$ cat config.mk
export PLATFORM = sky130hd
export DESIGN_NAME = usbdev_resume_tx
export DESIGN_NICKNAME = d
export VERILOG_FILES = /design/src/rtl/usbdev_resume_tx.sv
export SDC_FILE = /design/constraint.sdc
export NUM_CORES = 1
export LEC_CHECK = 0
export CAP_MARGIN = 20
export CORE_MARGIN = 2
export CORE_UTILIZATION = 55
export CTS_BUF_LIST = sky130_fd_sc_hd__clkbuf_8
export DETAILED_ROUTE_END_ITERATION = 10
export PLACE_DENSITY = 0.75
export SYNTH_ARGS = -nofsm -noshare
export SYNTH_HDL_FRONTEND = slang
export SYNTH_SLANG_ARGS = --single-unit
$ cat constraint.sdc
create_clock -name clk_i -period 6 [get_ports clk_i]
set_input_delay 1.2 -clock clk_i [delete_from_list [all_inputs] [get_ports clk_i]]
set_output_delay 1.2 -clock clk_i [all_outputs]
set_load 0.1 [all_outputs]
$ cat src/rtl/usbdev_resume_tx.sv
// Remote-wakeup transmitter: waits for a J-idle bus, drives K for DriveKUs, then releases the bus.
// Host-response tracking (WaitHost) is compiled in only with USBDEV_RESUME_TX_HOST_CHECK_EN.

module usbdev_resume_tx #(
  parameter int unsigned IdleWaitUs    = 5000,
  parameter int unsigned DriveKUs      = 2000,
  parameter int unsigned HostTimeoutUs = 30000,
  parameter int unsigned CntW          = 16
) (
  input  logic clk_i,
  input  logic rst_i,
  input  logic us_tick_i,
  input  logic suspended_i,
  input  logic resume_req_i,
  input  logic pinflip_i,
  input  logic rx_dp_i,
  input  logic rx_dn_i,
  output logic tx_oe_o,
  output logic tx_dp_o,
  output logic tx_dn_o,
  output logic busy_o,
  output logic done_o,
  output logic aborted_o,
  output logic timeout_o
);

  localparam logic [2:0] StIdle     = 3'd0;
  localparam logic [2:0] StSettle   = 3'd1;
  localparam logic [2:0] StDriveK   = 3'd2;
  localparam logic [2:0] StRelease  = 3'd3;
`ifdef USBDEV_RESUME_TX_HOST_CHECK_EN
  localparam logic [2:0] StWaitHost = 3'd4;
  localparam logic [CntW-1:0] HostToCnt = CntW'(HostTimeoutUs);
`endif

  localparam logic [CntW-1:0] CntMax      = {CntW{1'b1}};
  localparam logic [CntW-1:0] IdleWaitCnt = CntW'(IdleWaitUs);
  localparam logic [CntW-1:0] DriveKCnt   = CntW'(DriveKUs);

  if ((64'(IdleWaitUs) >= (64'd1 << CntW)) || (64'(DriveKUs) >= (64'd1 << CntW)) ||
      (64'(HostTimeoutUs) >= (64'd1 << CntW))) begin : g_bad_cnt_w
    $error("usbdev_resume_tx: a *Us parameter does not fit in CntW bits");
  end
  if (DriveKUs < 1000 || DriveKUs > 15000) begin : g_bad_drive_k
    $error("usbdev_resume_tx: DriveKUs outside 1000..15000");
  end

  logic [2:0]      st_q, st_d;
  logic [CntW-1:0] cnt_q, cnt_d, cnt_inc;
  logic            done_d, abort_d;
  logic            line_dp, line_dn, line_j, line_se0;

  // Undo the D+/D- swap so the FSM always reasons in unflipped J/K terms.
  assign line_dp  = pinflip_i ? rx_dn_i : rx_dp_i;
  assign line_dn  = pinflip_i ? rx_dp_i : rx_dn_i;
  assign line_j   = line_dp & ~line_dn;
  assign line_se0 = ~line_dp & ~line_dn;
  assign cnt_inc  = (cnt_q == CntMax) ? cnt_q : cnt_q + CntW'(1);

`ifdef USBDEV_RESUME_TX_HOST_CHECK_EN
  logic line_k, tmo_d;
  logic k_seen_q, k_seen_d, se0_seen_q, se0_seen_d;
  assign line_k = ~line_dp & line_dn;
`else
  logic done_pend_q, done_pend_d;
  assign timeout_o = 1'b0;
`endif

  always_comb begin
    st_d    = st_q;
    cnt_d   = cnt_q;
    abort_d = 1'b0;
`ifdef USBDEV_RESUME_TX_HOST_CHECK_EN
    done_d     = 1'b0;
    tmo_d      = 1'b0;
    k_seen_d   = k_seen_q;
    se0_seen_d = se0_seen_q;
`else
    done_d      = done_pend_q;
    done_pend_d = 1'b0;
`endif
    case (st_q)
      StIdle: begin
        if (resume_req_i) begin
          if (suspended_i) begin
            st_d  = StSettle;
            cnt_d = '0;
          end else begin
            abort_d = 1'b1;
          end
        end
      end
      StSettle: begin
        if (!suspended_i || line_se0) begin
          st_d    = StIdle;
          abort_d = 1'b1;
        end else if (!line_j) begin
          cnt_d = '0;
        end else if (us_tick_i) begin
          if (cnt_inc == IdleWaitCnt) begin
            st_d  = StDriveK;
            cnt_d = '0;
          end else begin
            cnt_d = cnt_inc;
          end
        end
      end
      StDriveK: begin
        if (!suspended_i) begin
          st_d    = StIdle;
          abort_d = 1'b1;
        end else if (us_tick_i) begin
          if (cnt_inc == DriveKCnt) begin
            st_d  = StRelease;
            cnt_d = '0;
          end else begin
            cnt_d = cnt_inc;
          end
        end
      end
      StRelease: begin
`ifdef USBDEV_RESUME_TX_HOST_CHECK_EN
        st_d       = StWaitHost;
        cnt_d      = '0;
        k_seen_d   = 1'b0;
        se0_seen_d = 1'b0;
`else
        // done_o follows one cycle after returning to Idle
        st_d        = StIdle;
        done_pend_d = 1'b1;
`endif
      end
`ifdef USBDEV_RESUME_TX_HOST_CHECK_EN
      StWaitHost: begin
        if (!suspended_i) begin
          st_d    = StIdle;
          done_d  = se0_seen_q;
          abort_d = ~se0_seen_q;
        end else if (se0_seen_q && line_j) begin
          st_d   = StIdle;
          done_d = 1'b1;
        end else if (us_tick_i && cnt_inc == HostToCnt) begin
          st_d  = StIdle;
          tmo_d = 1'b1;
        end else begin
          if (us_tick_i) cnt_d = cnt_inc;
          if (line_k) k_seen_d = 1'b1;
          if (line_se0 && k_seen_q) se0_seen_d = 1'b1;
        end
      end
`endif
      default: st_d = StIdle;
    endcase
  end

  always_ff @(posedge clk_i or posedge rst_i) begin
    if (rst_i) begin
      st_q      <= StIdle;
      cnt_q     <= '0;
      tx_oe_o   <= 1'b0;
      tx_dp_o   <= 1'b0;
      tx_dn_o   <= 1'b0;
      busy_o    <= 1'b0;
      done_o    <= 1'b0;
      aborted_o <= 1'b0;
`ifdef USBDEV_RESUME_TX_HOST_CHECK_EN
      timeout_o  <= 1'b0;
      k_seen_q   <= 1'b0;
      se0_seen_q <= 1'b0;
`else
      done_pend_q <= 1'b0;
`endif
    end else begin
      st_q      <= st_d;
      cnt_q     <= cnt_d;
      tx_oe_o   <= (st_d == StDriveK);
      tx_dp_o   <= (st_d == StDriveK) & pinflip_i;
      tx_dn_o   <= (st_d == StDriveK) & ~pinflip_i;
      busy_o    <= (st_d != StIdle);
      done_o    <= done_d;
      aborted_o <= abort_d;
`ifdef USBDEV_RESUME_TX_HOST_CHECK_EN
      timeout_o  <= tmo_d;
      k_seen_q   <= k_seen_d;
      se0_seen_q <= se0_seen_d;
`else
      done_pend_q <= done_pend_d;
`endif
    end
  end

endmodule
After elaboration in Yosys (flattened, before gate mapping)
Index checks and enable logic that the tools add are counted.
{ "totals": {"reg_bits": 26, "wordCells": 64} }
{ "classes": {"addsub": 1, "eq_ne": 13, "n_mux": 28, "n_bitwise": 7, "reduce_logical": 6} }
{ "op_table": {"columns": ["op", "count"], "rows": [
  ["$mux 16", 10],
  ["$pmux 16 s3", 1],
  ["$mux 3", 9],
  ["$add 16x1->16 const B", 1],
  ["$eq 16x11->1 const B", 1],
  ["$eq 16x13->1 const B", 1],
  ["$eq 16x16->1 const B", 1],
  ["$ne 2x2->1 const B", 5],
  ["$eq 3x2->1 const B", 3],
  ["$pmux 3 s3", 1],
  ["$reduce_and 7->1", 1],
  ["$mux 1", 6],
  ["$reduce_bool 3->1", 2],
  ["$and 1x1->1", 4],
  ["$eq 3x1->1 const B", 1],
  ["$logic_not 3->1", 1],
  ["$ne 3x3->1 const B", 1],
  ["$not 1->1", 3],
  ["$pmux 1 s3", 1],
  ["$logic_not 1->1", 1],
  ["$logic_or 1x1->1", 1]
]} }

Depth between registers and ports, before layout
{ "depth": {"ltp_word": 10, "depth_mapped": 10, "mapped_depth_nobuf": 9} }

Worst setup path after synthesis
Ideal clock, no wire load.
{ "synth_path": {"path_kind": "flip-flop to flip-flop", "from": "register cnt_q[0]", "to": "register cnt_q[15]", "t_arrival_ns": 2.963, "required_time_ns": 5.879, "path_slack_ns": 2.915, "path_stages_with_launch": 11, "path_buffers": 2, "cell_sequence": "dfrtp_1 ha_1 nand4_4 or4_4 buf_6 a2111o_1 o32a_1 a211oi_4 buf_6 a31oi_1 o22a_1"} }
{ "synth_via": {"elab_chain_cells": 8, "word_cells_on_any_way": 13, "classes_between": "1 x add/sub; 3 x eq/ne; 9 x mux"} }
{ "synth_lines": {"columns": ["element", "line_no", "rtl"], "rows": [
  ["start, declared", "49", "logic [CntW-1:0] cnt_q, cnt_d, cnt_inc;"],
  ["start signal, assigned", "175", "cnt_q <= cnt_d;"],
  ["$add 16x1->16 or $eq 16x16->1 (tied branches)", "58", "assign cnt_inc = (cnt_q == CntMax) ? cnt_q : cnt_q + CntW'(1);"],
  ["$mux 16 (*)", "58", null],
  ["$eq 16x13->1", "100", "if (cnt_inc == IdleWaitCnt) begin"],
  ["$mux 16", "100", null],
  ["$mux 16", "99", "end else if (us_tick_i) begin"],
  ["$mux 16", "97", "end else if (!line_j) begin"],
  ["$mux 16", "94", "if (!suspended_i || line_se0) begin"],
  ["$pmux 16 s3 (*)", "82", "case (st_q)"]
]} }
Every way passes the cells marked *; elsewhere a longest branch is shown, timed or not. The select of a mux whose other input is x is not followed.
A chain may end at the register's enable or synchronous reset.

Final worst setup path
{ "layout_path": {"from": "register cnt_q[0]", "to": "register cnt_q[1]"} }
Same word-level chain as after synthesis.

==> run_results.csv <==
group,metric,value,unit
die,die_area,3470,um2
critical_path,r2r_start,"cnt_q[0]",
place,numPlacedInstances,223,
logic_synthesis,mappedNetlistArea,1660,um2
logic_synthesis,yosys_most_used_dff,"sky130_fd_sc_hd__dfrtp_1",
sta,timing.final.max_slew_violations,0,
power,power_leakage,0.750,nW
sta,total_neg_setup_slack,0,ns
critical_path,critPathRequiredTime,6.17,ns
drt,drt-vias-per-instance,6.56,
critical_path,worst_setup_start_kind,"flip-flop",
drt,route.vias.total,1495,
power,power_density,191,nW/um2
critical_path,timing.critical_path.to_type,"flip-flop",
sta,post_layout_min_period,3.70,ns
sta,relSlewSlack,0.344,
clock_tree,clkSlewWorstSetupHoldPaths,0.09,ns
finish,fillCellCount,224,
clock_tree,cts.repair_timing.setup_buffer_count,0,
sta,fin_crit_sh,0.616,
drt,drt_first_iter_violations,84,
clock_tree,cts_repair_resize_count,0,
grt,track_usage,0.236,
clock_tree,clock-sinks,26,
critical_path,r2r_setup_slack,2.30,ns
place,place_worst_setup_slack,2.40,ns
critical_path,crit_fanout,17,
power,total_chip_power,0.360,mW
logic_synthesis,synthesis.instances,187,
drt,wl,3840,um
critical_path,crit_arrival,3.87,ns
critical_path,crit-reg2reg-capture,"cnt_q[1]",
place,post-dp-hpwl,2720,um
die,die_height,58.9,um
sta,grt_setup_unrepaired,"no",
critical_path,worstSetupPathType,"reg -> reg",
finish,final_layout_size_suffix_gt1_frac,0.0711,
sta,finalSetupViolCount,0,
clock_tree,cts.path.max_buffers,2,
finish,utilization,0.671,
place,port_buffers,13,
clock_tree,tritoncts,"built",
logic_synthesis,synth.yosys.warnings,0,
drt,detailed_route_drc_error_count,1,
die,rows,19,
sta,achievable-frequency,270,MHz
critical_path,worst_setup_startpoint,"cnt_q[0]",
die,dieWidth,58.9,um
logic_synthesis,number_of_different_library_cells_in_the_post_synthesis_netlist,46,
finish,syn2layout_area_growth,13.3,%
sta,final_hold_violation_count,0,
drt,drt-pass1-iter-count,8,
critical_path,critPathCapture,"cnt_q[1]",
sta,finalClockSkew,0.00442,ns
logic_synthesis,ys_seq_area_frac,0.392,
sta,worst_hold_slack,0.374,ns
finish,sequential_cell_area,651,um2
place,rd_place_congestion,0.909,
worst_hold_path,worst_hold_path_type,"reg -> reg",
finish,finish.instance_area,1880,um2
drt,wire_per_inst,16.9,um
die,core_area,2810,um2
power,power.ir.vdd_worst,0.0000944,V
status,failed_checks,"design-rule violations",
sta,setup_ws,2.30,ns
grt,grt_start_max_net_pins,27,
die,initial_core_util,0.592,
place,placement.cell_area,1780,um2
logic_synthesis,synth_edf_count,0,
status,outcome,"finished, violations left",
die,ioPinCount,15,
clock_tree,clk_latency,0.28,ns
finish,multi_input_combinational_cell_area,945,um2
finish,stdcell_count,228,
critical_path,timing.reg2reg.worst_path_depth,9,
grt,grt_remaining_overflow,0,
sta,worst_pin_slew,0.980,ns
clock_tree,cts_hold_buffers,0,
logic_synthesis,synth.avg_cell_area,8.88,um2
clock_tree,cts_buffers,3,
logic_synthesis,ys_ff_latch,26,
grt,first_global_vias,1341,
logic_synthesis,asyncSetResetFlopFracSynth,1.00,
clock_tree,cts_root_buffer,"sky130_fd_sc_hd__clkbuf_8",
drt,antenna_violating_nets_post_route,0,
grt,wire_length_of_the_first_global_routing_pass,6240,um
job,drv.max_cap_violation_count,0,
finish,nNetsFinal,207,
grt,grt_antenna_before_repair,0,
finish,num_antenna_cells,0,
clock_tree,ctsHtreeMaxLevel,1,
cells by family after synthesis:
kind of cell | synth area share
muxes | 0.0181
and+or+nand+nor | 0.278
xor gates and xnor gates | 0.0211
buffers and inverters | 0.0445
other | 0.00226
DFF | 0.392
AOI/OAI and AO/OA | 0.237
adders and majority gates | 0.00753
how the worst min path moves through the flow:
stage                       from      to  slack (ns)  depth (start not counted)
after floorplan           done_d  done_o        0.33                          0
after global placement    done_d  done_o        0.34                          0
after detailed placement  done_d  done_o        0.36                          0
after CTS                 done_d  done_o        0.38                          0
after global routing      done_d  done_o        0.39                          0
final                     done_d  done_o        0.37                          0
area by class of cell:
| class | instances | area share |
|---|---|---|
| multi-input cells | 149 | 0.502 |
| flip-flops and latches | 26 | 0.346 |
| repair buffers | 15 | 0.0878 |
| clock buffers | 3 | 0.0219 |
| well taps | 31 | 0.0206 |
| clock inverters | 1 | 0.0160 |
| inverters | 3 | 0.00598 |
critical path, cell delays in order, from the launching register on:
cell	delay, ns
sky130_fd_sc_hd__dfrtp_1	0.45
sky130_fd_sc_hd__ha_1	0.37
sky130_fd_sc_hd__nand4_4	0.18
sky130_fd_sc_hd__or4_4	0.65
sky130_fd_sc_hd__and4_1	0.27
sky130_fd_sc_hd__xnor2_1	0.29
sky130_fd_sc_hd__nand4b_1	0.21
sky130_fd_sc_hd__a211oi_4	0.68
sky130_fd_sc_hd__o21ai_0	0.23
sky130_fd_sc_hd__a32o_1	0.25
cells in the final DEF, fill, tap and decap left out, types with 3 or more instances in the layout:
cell and instances:
sky130_fd_sc_hd__a22o_1 3, sky130_fd_sc_hd__mux2i_1 3, sky130_fd_sc_hd__a21o_1 6, sky130_fd_sc_hd__nand3_1 8, sky130_fd_sc_hd__nand2b_1 3, sky130_fd_sc_hd__nand4_1 3, sky130_fd_sc_hd__nand2_1 17, sky130_fd_sc_hd__dfrtp_1 26
sky130_fd_sc_hd__clkbuf_8 3, sky130_fd_sc_hd__o21ai_0 8, sky130_fd_sc_hd__inv_1 3, sky130_fd_sc_hd__and4_1 4, sky130_fd_sc_hd__o22a_1 5, sky130_fd_sc_hd__o31ai_1 4, sky130_fd_sc_hd__a31oi_1 4, sky130_fd_sc_hd__nor2_1 18
sky130_fd_sc_hd__a21oi_1 13, sky130_fd_sc_hd__nor3_1 14, sky130_fd_sc_hd__clkdlybuf4s50_1 13
report_power, final:
part / switching, mW / total, mW / internal [mW]
sequential: 0.00201 / 0.179 / 0.177
combinational: 0.0222 / 0.0344 / 0.0122
clock: 0.0577 / 0.147 / 0.0894
total: 0.0820 / 0.360 / 0.278
Yosys cell counts, types with 2 or more instances:
| master | instances | area share |
|---|---|---|
| sky130_fd_sc_hd__inv_1 | 3 | 0.0068 |
| sky130_fd_sc_hd__nor2_1 | 18 | 0.041 |
| sky130_fd_sc_hd__nor2b_1 | 2 | 0.0075 |
| sky130_fd_sc_hd__nand4b_1 | 2 | 0.011 |
| sky130_fd_sc_hd__o21ai_0 | 8 | 0.024 |
| sky130_fd_sc_hd__nand3_1 | 8 | 0.024 |
| sky130_fd_sc_hd__o21a_1 | 2 | 0.0090 |
| sky130_fd_sc_hd__mux2i_1 | 3 | 0.018 |
| sky130_fd_sc_hd__xnor2_1 | 2 | 0.011 |
| sky130_fd_sc_hd__or3_1 | 2 | 0.0075 |
| sky130_fd_sc_hd__a31oi_1 | 4 | 0.015 |
| sky130_fd_sc_hd__nand2_1 | 17 | 0.038 |
| sky130_fd_sc_hd__nand2b_1 | 3 | 0.011 |
| sky130_fd_sc_hd__a21o_1 | 6 | 0.027 |
| sky130_fd_sc_hd__and4_1 | 4 | 0.021 |
| sky130_fd_sc_hd__and4b_1 | 2 | 0.012 |
| sky130_fd_sc_hd__a21oi_1 | 13 | 0.039 |
| sky130_fd_sc_hd__dfrtp_1 | 26 | 0.39 |
| sky130_fd_sc_hd__clkbuf_1 | 2 | 0.0045 |
| sky130_fd_sc_hd__nand4_1 | 3 | 0.011 |
| sky130_fd_sc_hd__a31o_2 | 2 | 0.011 |
| sky130_fd_sc_hd__and3_1 | 2 | 0.0075 |
| sky130_fd_sc_hd__nor3_1 | 14 | 0.042 |
| sky130_fd_sc_hd__o31ai_1 | 5 | 0.023 |
| sky130_fd_sc_hd__a22o_1 | 3 | 0.016 |
| sky130_fd_sc_hd__buf_6 | 2 | 0.014 |
| sky130_fd_sc_hd__o22a_1 | 5 | 0.026 |
| sky130_fd_sc_hd__xor2_1 | 2 | 0.011 |
| sky130_fd_sc_hd__buf_2 | 5 | 0.015 |
state kept, by name (all words and copies together) (netlist names):
signal     flops
aborted_o      1
busy_o         1
cnt_q         16
done_d         1
done_o         1
st_q           3
tx_dn_o        1
tx_dp_o        1
tx_oe_o        1
metal layers:
layer | routed length, um | vias to the layer above | part of all wire | global-route usage
met4 | 53 | 0 | 0.014 | 0.0714
met2 | 1770 | 38 | 0.46 | 0.357
li1 | - | 720 | - | -
met3 | 209 | 7 | 0.054 | 0.0242
met1 | 1810 | 730 | 0.47 | 0.355
met5 | 0 | - | 0 | 0
(Power assumes the default switching activity.)
